==> config.mk <==
export PLATFORM = sky130hd
export DESIGN_NAME = debounced_edge_detector
export DESIGN_NICKNAME = d
export VERILOG_FILES = /design/src/rtl/debounce_pkg.sv /design/src/rtl/debounce_channel.sv /design/src/rtl/debounced_edge_detector.sv
export SDC_FILE = /design/constraint.sdc
export NUM_CORES = 1
export LEC_CHECK = 0
export BUFFER_PORTS_ARGS = -buffer_cell sky130_fd_sc_hd__buf_2
export CAP_MARGIN = 20
export CORE_UTILIZATION = 45
export CTS_BUF_LIST = sky130_fd_sc_hd__clkbuf_2 sky130_fd_sc_hd__clkbuf_4 sky130_fd_sc_hd__clkbuf_8
export DETAILED_ROUTE_END_ITERATION = 10
export PLACE_DENSITY = 0.66
export RECOVER_POWER = 25
export SLEW_MARGIN = 20
export SYNTH_ARGS = -nofsm -noshare
export SYNTH_HDL_FRONTEND = slang
export SYNTH_HIERARCHICAL = 1
export SYNTH_SLANG_ARGS = --single-unit
==> constraint.sdc <==
create_clock -name clk -period 1.6 [get_ports clk]
set_clock_uncertainty 0.15 [all_clocks]
set_input_delay 0 -clock clk [delete_from_list [all_inputs] [get_ports clk]]
set_output_delay 0 -clock clk [all_outputs]
set_load 0.005 [all_outputs]
==> src/rtl/debounce_pkg.sv <==
// Shared helpers for the debounced edge detector: counter sizing,
// parameter legality and the per-channel debounce state encoding.
package debounce_pkg;

  typedef enum logic {
    DB_IDLE     = 1'b0,
    DB_COUNTING = 1'b1
  } db_state_e;

  // Counter must hold values 0..DEBOUNCE_CYCLES-1 without wrapping.
  function automatic int cnt_width(input int debounce_cycles);
    return (debounce_cycles < 1) ? 1 : $clog2(debounce_cycles + 1);
  endfunction

  function automatic bit params_ok(input int n, input int sync_stages,
                                   input int debounce_cycles);
    return (n >= 1) && (n <= 32) && (sync_stages >= 2) && (debounce_cycles >= 1);
  endfunction

endpackage

==> src/rtl/debounce_channel.sv <==
// One channel: synchroniser, consecutive-cycle debounce counter,
// single-cycle edge pulses and sticky software-clearable flags.
module debounce_channel
  import debounce_pkg::*;
#(
  parameter int SYNC_STAGES     = 2,
  parameter int DEBOUNCE_CYCLES = 16,
  parameter bit INIT_LEVEL      = 1'b0
) (
  input  logic clk,
  input  logic reset_n,
  input  logic level_i,
  input  logic clr_i,
  output logic stable_o,
  output logic pos_edge_o,
  output logic neg_edge_o,
  output logic pos_flag_o,
  output logic neg_flag_o
);

  localparam int CW = cnt_width(DEBOUNCE_CYCLES);
  localparam logic [CW-1:0] CNT_LAST = CW'(DEBOUNCE_CYCLES - 1);

  logic [SYNC_STAGES-1:0] sync_q;
  logic                   d_q, d_d;
  logic [CW-1:0]          cnt_q, cnt_d;
  logic                   pos_q, pos_d;
  logic                   neg_q, neg_d;
  logic                   pos_flag_q, pos_flag_d;
  logic                   neg_flag_q, neg_flag_d;
  logic                   s;
  db_state_e              state;

  assign s     = sync_q[SYNC_STAGES-1];
  // The state is implied by whether the synchronised input disagrees with d.
  assign state = (s == d_q) ? DB_IDLE : DB_COUNTING;

  always_ff @(posedge clk or negedge reset_n) begin
    if (!reset_n) begin
      sync_q     <= {SYNC_STAGES{INIT_LEVEL}};
      d_q        <= INIT_LEVEL;
      cnt_q      <= '0;
      pos_q      <= 1'b0;
      neg_q      <= 1'b0;
      pos_flag_q <= 1'b0;
      neg_flag_q <= 1'b0;
    end else begin
      sync_q     <= {sync_q[SYNC_STAGES-2:0], level_i};
      d_q        <= d_d;
      cnt_q      <= cnt_d;
      pos_q      <= pos_d;
      neg_q      <= neg_d;
      pos_flag_q <= pos_flag_d;
      neg_flag_q <= neg_flag_d;
    end
  end

  always_comb begin
    d_d   = d_q;
    cnt_d = '0;
    pos_d = 1'b0;
    neg_d = 1'b0;
    case (state)
      DB_COUNTING: begin
        if (cnt_q == CNT_LAST) begin
          d_d   = s;
          pos_d = s;
          neg_d = ~s;
        end else begin
          cnt_d = cnt_q + CW'(1);
        end
      end
      default: cnt_d = '0;
    endcase
    // Set has priority over clear so a colliding event is never lost.
    pos_flag_d = pos_d | (pos_flag_q & ~clr_i);
    neg_flag_d = neg_d | (neg_flag_q & ~clr_i);
  end

  assign stable_o   = d_q;
  assign pos_edge_o = pos_q;
  assign neg_edge_o = neg_q;
  assign pos_flag_o = pos_flag_q;
  assign neg_flag_o = neg_flag_q;

endmodule

==> src/rtl/debounced_edge_detector.sv <==
// N independent debounced edge-detector channels plus a maskable
// interrupt summarising their sticky flags.
module debounced_edge_detector
  import debounce_pkg::*;
#(
  parameter int N               = 4,
  parameter int SYNC_STAGES     = 2,
  parameter int DEBOUNCE_CYCLES = 16,
  parameter bit INIT_LEVEL      = 1'b0
) (
  input  logic         clk,
  input  logic         reset_n,
  input  logic [N-1:0] level,
  input  logic [N-1:0] pos_en,
  input  logic [N-1:0] neg_en,
  input  logic [N-1:0] clr,
  output logic [N-1:0] stable,
  output logic [N-1:0] pos_edge,
  output logic [N-1:0] neg_edge,
  output logic [N-1:0] edge_,
  output logic [N-1:0] pos_flag,
  output logic [N-1:0] neg_flag,
  output logic         irq
);

  if (!params_ok(N, SYNC_STAGES, DEBOUNCE_CYCLES)) begin : g_bad_params
    $error("debounced_edge_detector: need 1<=N<=32, SYNC_STAGES>=2, DEBOUNCE_CYCLES>=1");
  end

  for (genvar gi = 0; gi < N; gi++) begin : g_chan
    debounce_channel #(
      .SYNC_STAGES    (SYNC_STAGES),
      .DEBOUNCE_CYCLES(DEBOUNCE_CYCLES),
      .INIT_LEVEL     (INIT_LEVEL)
    ) u_chan (
      .clk       (clk),
      .reset_n   (reset_n),
      .level_i   (level[gi]),
      .clr_i     (clr[gi]),
      .stable_o  (stable[gi]),
      .pos_edge_o(pos_edge[gi]),
      .neg_edge_o(neg_edge[gi]),
      .pos_flag_o(pos_flag[gi]),
      .neg_flag_o(neg_flag[gi])
    );
  end

  assign edge_ = pos_edge | neg_edge;
  assign irq   = |((pos_flag & pos_en) | (neg_flag & neg_en));

endmodule

# Word level (Yosys, flattened, before mapping)
# Index checks and enable logic that the tools add are counted.
dict set report op_classes {
  bitwise 32
  addsub 4
  reduce_logical 5
  n_eq_ne 8
  muxes 24
}
# op count
set ops {}
lappend ops {{5-bit 2-to-1 mux} 8}
lappend ops {{5-bit by 1-bit adder with 5-bit output, second input constant} 4}
lappend ops {{5-bit by 4-bit equality test with 1-bit output, second input constant} 4}
lappend ops {{1-bit 2-to-1 mux} 16}
lappend ops {{1-bit NOT} 12}
lappend ops {{1-bit bitwise AND} 8}
lappend ops {{4-bit bitwise AND} 2}
lappend ops {{1-bit OR} 8}
lappend ops {{4-bit OR} 2}
lappend ops {{2-bit AND reduction} 4}
lappend ops {{1-bit equality test} 4}
lappend ops {{4-bit OR reduction} 1}
dict set report word_totals {
  in_bits 18
  out_inout_bits 25
  reg_bits 48
}

# Longest topological paths before layout
dict set report logic_depth {
  ltp_word 4
  ltp_mapped 4
}

# Cells and area by module
# The synthesis kept the hierarchy.
# module area_per_inst_um2 cells_per_inst n_inst
set modules_own_cells {}
lappend modules_own_cells {debounce_channel 457.9 31 4}
lappend modules_own_cells {debounced_edge_detector 61.3 9 1}

# Worst setup path after synthesis
# OpenSTA, ideal clock, no wires.
dict set report synth_timing {
  path_kind {register to register}
  startpoint {reg g_chan[0].u_chan.cnt_q[0]}
  endpoint {reg g_chan[0].u_chan.d_q}
  t_arrival_ns 1.073
  t_required_ns 1.325
  slack_ns 0.252
  path_stages_with_launch 4
  setup_ns 0.125
  path_cell_list {dfrtp_1 -> ha_1 -> nand4b_4 -> mux2_2}
}
dict set report synth_between {
  elab_chain_len 2
}
# item line
set synth_rtl {}
lappend synth_rtl {{start: declaration} debounce_channel.sv:26} ;# logic [CW-1:0] cnt_q, cnt_d;
lappend synth_rtl {{start signal: assignment} debounce_channel.sv:50} ;# cnt_q <= cnt_d;
lappend synth_rtl {{5-bit by 4-bit equality test with 1-bit output} debounce_channel.sv:65} ;# if (cnt_q == CNT_LAST) begin
lappend synth_rtl {{2-bit AND reduction (no source line)} -}
lappend synth_rtl {{end signal: assignment} debounce_channel.sv:41} ;# d_q <= INIT_LEVEL;
lappend synth_rtl {{end signal: assignment} debounce_channel.sv:49} ;# d_q <= d_d;
lappend synth_rtl {{end: declaration} debounce_channel.sv:25} ;# logic d_q, d_d;
# Every way passes these cells.
# A chain may end at the register's enable or synchronous reset.

# Worst setup path after layout
# Ends and elaborated chain as after synthesis.

==> summary.md <==
| Metric | Value |
|---|---|
| Status | completed |
| Max H-tree Level | 2 |
| Initial core utilization | 0.470 |
| Vias in the first global route | 1211 |
| Peak supply drop | around 740 µV |
| Tcrit/Tclk final | 0.889 |
| Synth Instances | 133 |
| Worst-path maximum fanout | 5 |
| Leakage power | 1.46 nW |
| Drt drc | 0 |
| Synthesized area | roughly 1900 µm² |
| Worst-path clk slew | roughly 0.08 ns |
| Critical path startpoint category | flop |
| CTS buffer count | 5 |
| DIE AREA | between 4000 and 5000 µm² |
| Pre-Repair DR Iteration Count | 2 |
| WP data arrival | 1.46 ns |
| Register bit total from synthesis | 48 |
| WHS | around 0.19 ns |
| Antenna violations before repair | 0 |
| Die height | 66.9 µm |
| Multiplexer share of the synthesized area | 0.0238 |
| Crit-path max cell delay | 0.41 ns |
| Synth Warn # | 6 |
| Rel. slew slack | 0.576 |
| CTS tree | yes |
| Simple-Gate Fraction of Synth Area | 0.191 |
| Nets | 214 |
| Final setup fails | 0 |
| Setup slack after layout | approximately 0.18 ns |
| Worst path required time | 1.64 ns |
| Critical path class | reg2reg |
| Layout area overhead | 24.6% |
| Slew Viols, Final | 0 |
| Main combinational cell family by area after synthesis | simple AND/OR/NAND/NOR gates |
| Maximum root-to-sink buffer count | 2 |
| Placed Instances | 226 |
| Vias after detailed routing | 1177 |
| Core area | 4030 µm² |
| Tmin final | between 1 and 1.5 ns |
| Ant diodes | 0 |
| Most frequent cells in the layout | dfrtp_1 (48), buf_2 (40), xor2_1 (12) |
| Setup WS pre-CTS | 0.189 ns |
| IO buf count | 42 |
| Routed WL | between 3000 and 4000 µm |
| Post-synthesis xor/xnor area fraction | 0.0555 |
| Met1 wire length | 1420 µm |
| Largest net degree at the start of global routing | 49 |
| Met3 wire length | 121 µm |
| Count of cell types in the netlist | 17 |
| Compound-gate portion of the synthesized area | 0.0608 |
| Fill cells | 336 |
| Kind of end point of the critical path | flop |
| Synth Area per Inst | 14.2 µm² |
| Wirelength per Cell | 13.5 µm |
| Unrepaired setup endpoints after global routing | no |
| # IOs | 43 |
| GRT Overall Usage | 0.171 |
| Most common cell after layout, fill and taps aside | dfrtp_1 |
| Layout cells sized above 1 | 0.378 |
| Slowest library cell on the worst path | dfrtp_1 |
| Max Cap Viol | 0 |
| Hpwl dp | 2410 µm |
| Synth Area in Adders | 0.0264 |
| Worst hold-check path type | in2reg |
| 1st-iter DRT viols | 40 |
| Chip Width | about 67 µm |
| Fmax | 703 MHz |
| Avg Vias per Cell | between 4 and 5 |
| Syn nets | 155 |
| Final hold violations | 0 |
| Global-route wire length before repair | 5410 µm |
| Rows | 23 |
| Setup TNS Final | 0 ns |
| Highest routed metal layer | met4 |
| CTS root buf | clkbuf_8 |
| Fin cells | 243 |
| Least-Margin Pin Slew | 0.636 ns |
| Gpl congestion | 0.741 |
| Post-CTS setup buffer count | 0 |
| PD cells | 913 nW/µm² |
| Cell Chain, Critical Path | ha_1, nand4b_4, mux2_2 |
| Clock Latency Late Sink | about 0.29 ns |
| Sequential share of the synthesized area | 0.635 |
| Total global routing overflow | 0 |
| Clock sinks | 48 |
| Final antenna-violating net count | 0 |
| Metal2 WL | 1670 µm |
==> cell type report <==
class / count / area (µm²) / share of cell area
well taps: 50 / 62.6 / 0.0265
clock buffers: 8 / 97.6 / 0.0414
flip-flops and latches: 48 / 1200 / 0.509
multi-input cells: 81 / 677 / 0.287
inverters: 4 / 15.0 / 0.00637
repair buffers: 52 / 305 / 0.129
==> Yosys cell counts <==
| cell type | instances | area share |
|---|---|---|
| mux2_2 | 4 | 0.024 |
| nand3_1 | 4 | 0.011 |
| and3_2 | 4 | 0.016 |
| or2_2 | 4 | 0.013 |
| and2_1 | 4 | 0.013 |
| dfrtp_1 | 48 | 0.63 |
| xor2_1 | 12 | 0.056 |
| nand4_1 | 1 | 0.0033 |
| a21o_1 | 8 | 0.032 |
| nor3b_2 | 8 | 0.053 |
| a22oi_1 | 4 | 0.016 |
| a31oi_1 | 4 | 0.013 |
| nand2_1 | 8 | 0.016 |
| ha_1 | 4 | 0.026 |
| nand4b_4 | 4 | 0.050 |
| nor2_1 | 8 | 0.016 |
| inv_1 | 4 | 0.0079 |
==> worst paths after layout <==
kind,slack [ns],startpoint,cells past startpoint,end
max,0.18,g_chan[0].u_chan/cnt_q[0],3,g_chan[0].u_chan/stable_o
min,0.19,level[1],2,g_chan[1].u_chan/sync_q[0]
max reg2reg,0.18,g_chan[0].u_chan/cnt_q[0],3,g_chan[0].u_chan/stable_o
min reg2reg,0.20,g_chan[1].u_chan/sync_q[0],0,g_chan[1].u_chan/sync_q[1]
max in group asynchronous,0.66,reset_n,3,g_chan[3].u_chan/pos_edge_o
min in group asynchronous,0.22,reset_n,3,g_chan[0].u_chan/cnt_q[2]
==> registers in the layout, summed over array words and instances, names as in the netlist <==
register	count
g_chan.u_chan/pos_edge_o	4
g_chan.u_chan/neg_edge_o	4
g_chan.u_chan/pos_flag_o	4
g_chan.u_chan/neg_flag_o	4
g_chan.u_chan/stable_o	4
g_chan.u_chan/sync_q	8
g_chan.u_chan/cnt_q	20
==> metrics by stage <==
stage	total power, mW	util	cell area, µm²
final	2.15	0.585	2360
after global routing	2.24	0.585	2360
after CTS	2.19	0.586	2360
after detailed placement	1.41	0.539	2170
after global placement	1.40	0.539	2170
after floorplan	1.35	-	1890
==> metal layers <==
layer | GRT usage | up-vias
li1 | - | 574
met1 | 0.197 | 566
met2 | 0.288 | 28
met3 | 0.0514 | 9
met4 | 0.0798 | 0
met5 | 0 | -
==> critical path, delay by kind of cell, from the launching register on <==
family                   cells  cell delay (ns)
AND/OR/NAND/NOR              1             0.14
adder cells (fa/ha/maj)      1             0.27
flip-flops                   1             0.41
multiplexers                 1             0.34
==> report_power, final <==
part | switching (mW) | internal (mW) | total, mW | leakage [nW]
Sequential | 0.0308 | 1.25 | 1.28 | 0.642
Clock | 0.365 | 0.386 | 0.751 | 0.0523
Combinational | 0.0621 | 0.0614 | 0.124 | 0.765
==> timing repair <==
item                      CTS  global route
hold buffers                9             0
resized for setup           0             0
hold endpoints to repair   60             0
==> cell families (layout without fill, tap and decap cells) <==
logic type,Yosys count,after routing
multiplexers,4,4
XOR/XNOR,12,12
AND/OR/NAND/NOR,45,45
flip-flops,48,48
adder cells (fa/ha/maj),4,4
AO/OA/AOI/OAI,16,16
buffers and inverters,4,64
No activity file was read; power rests on OpenSTA's default activity.
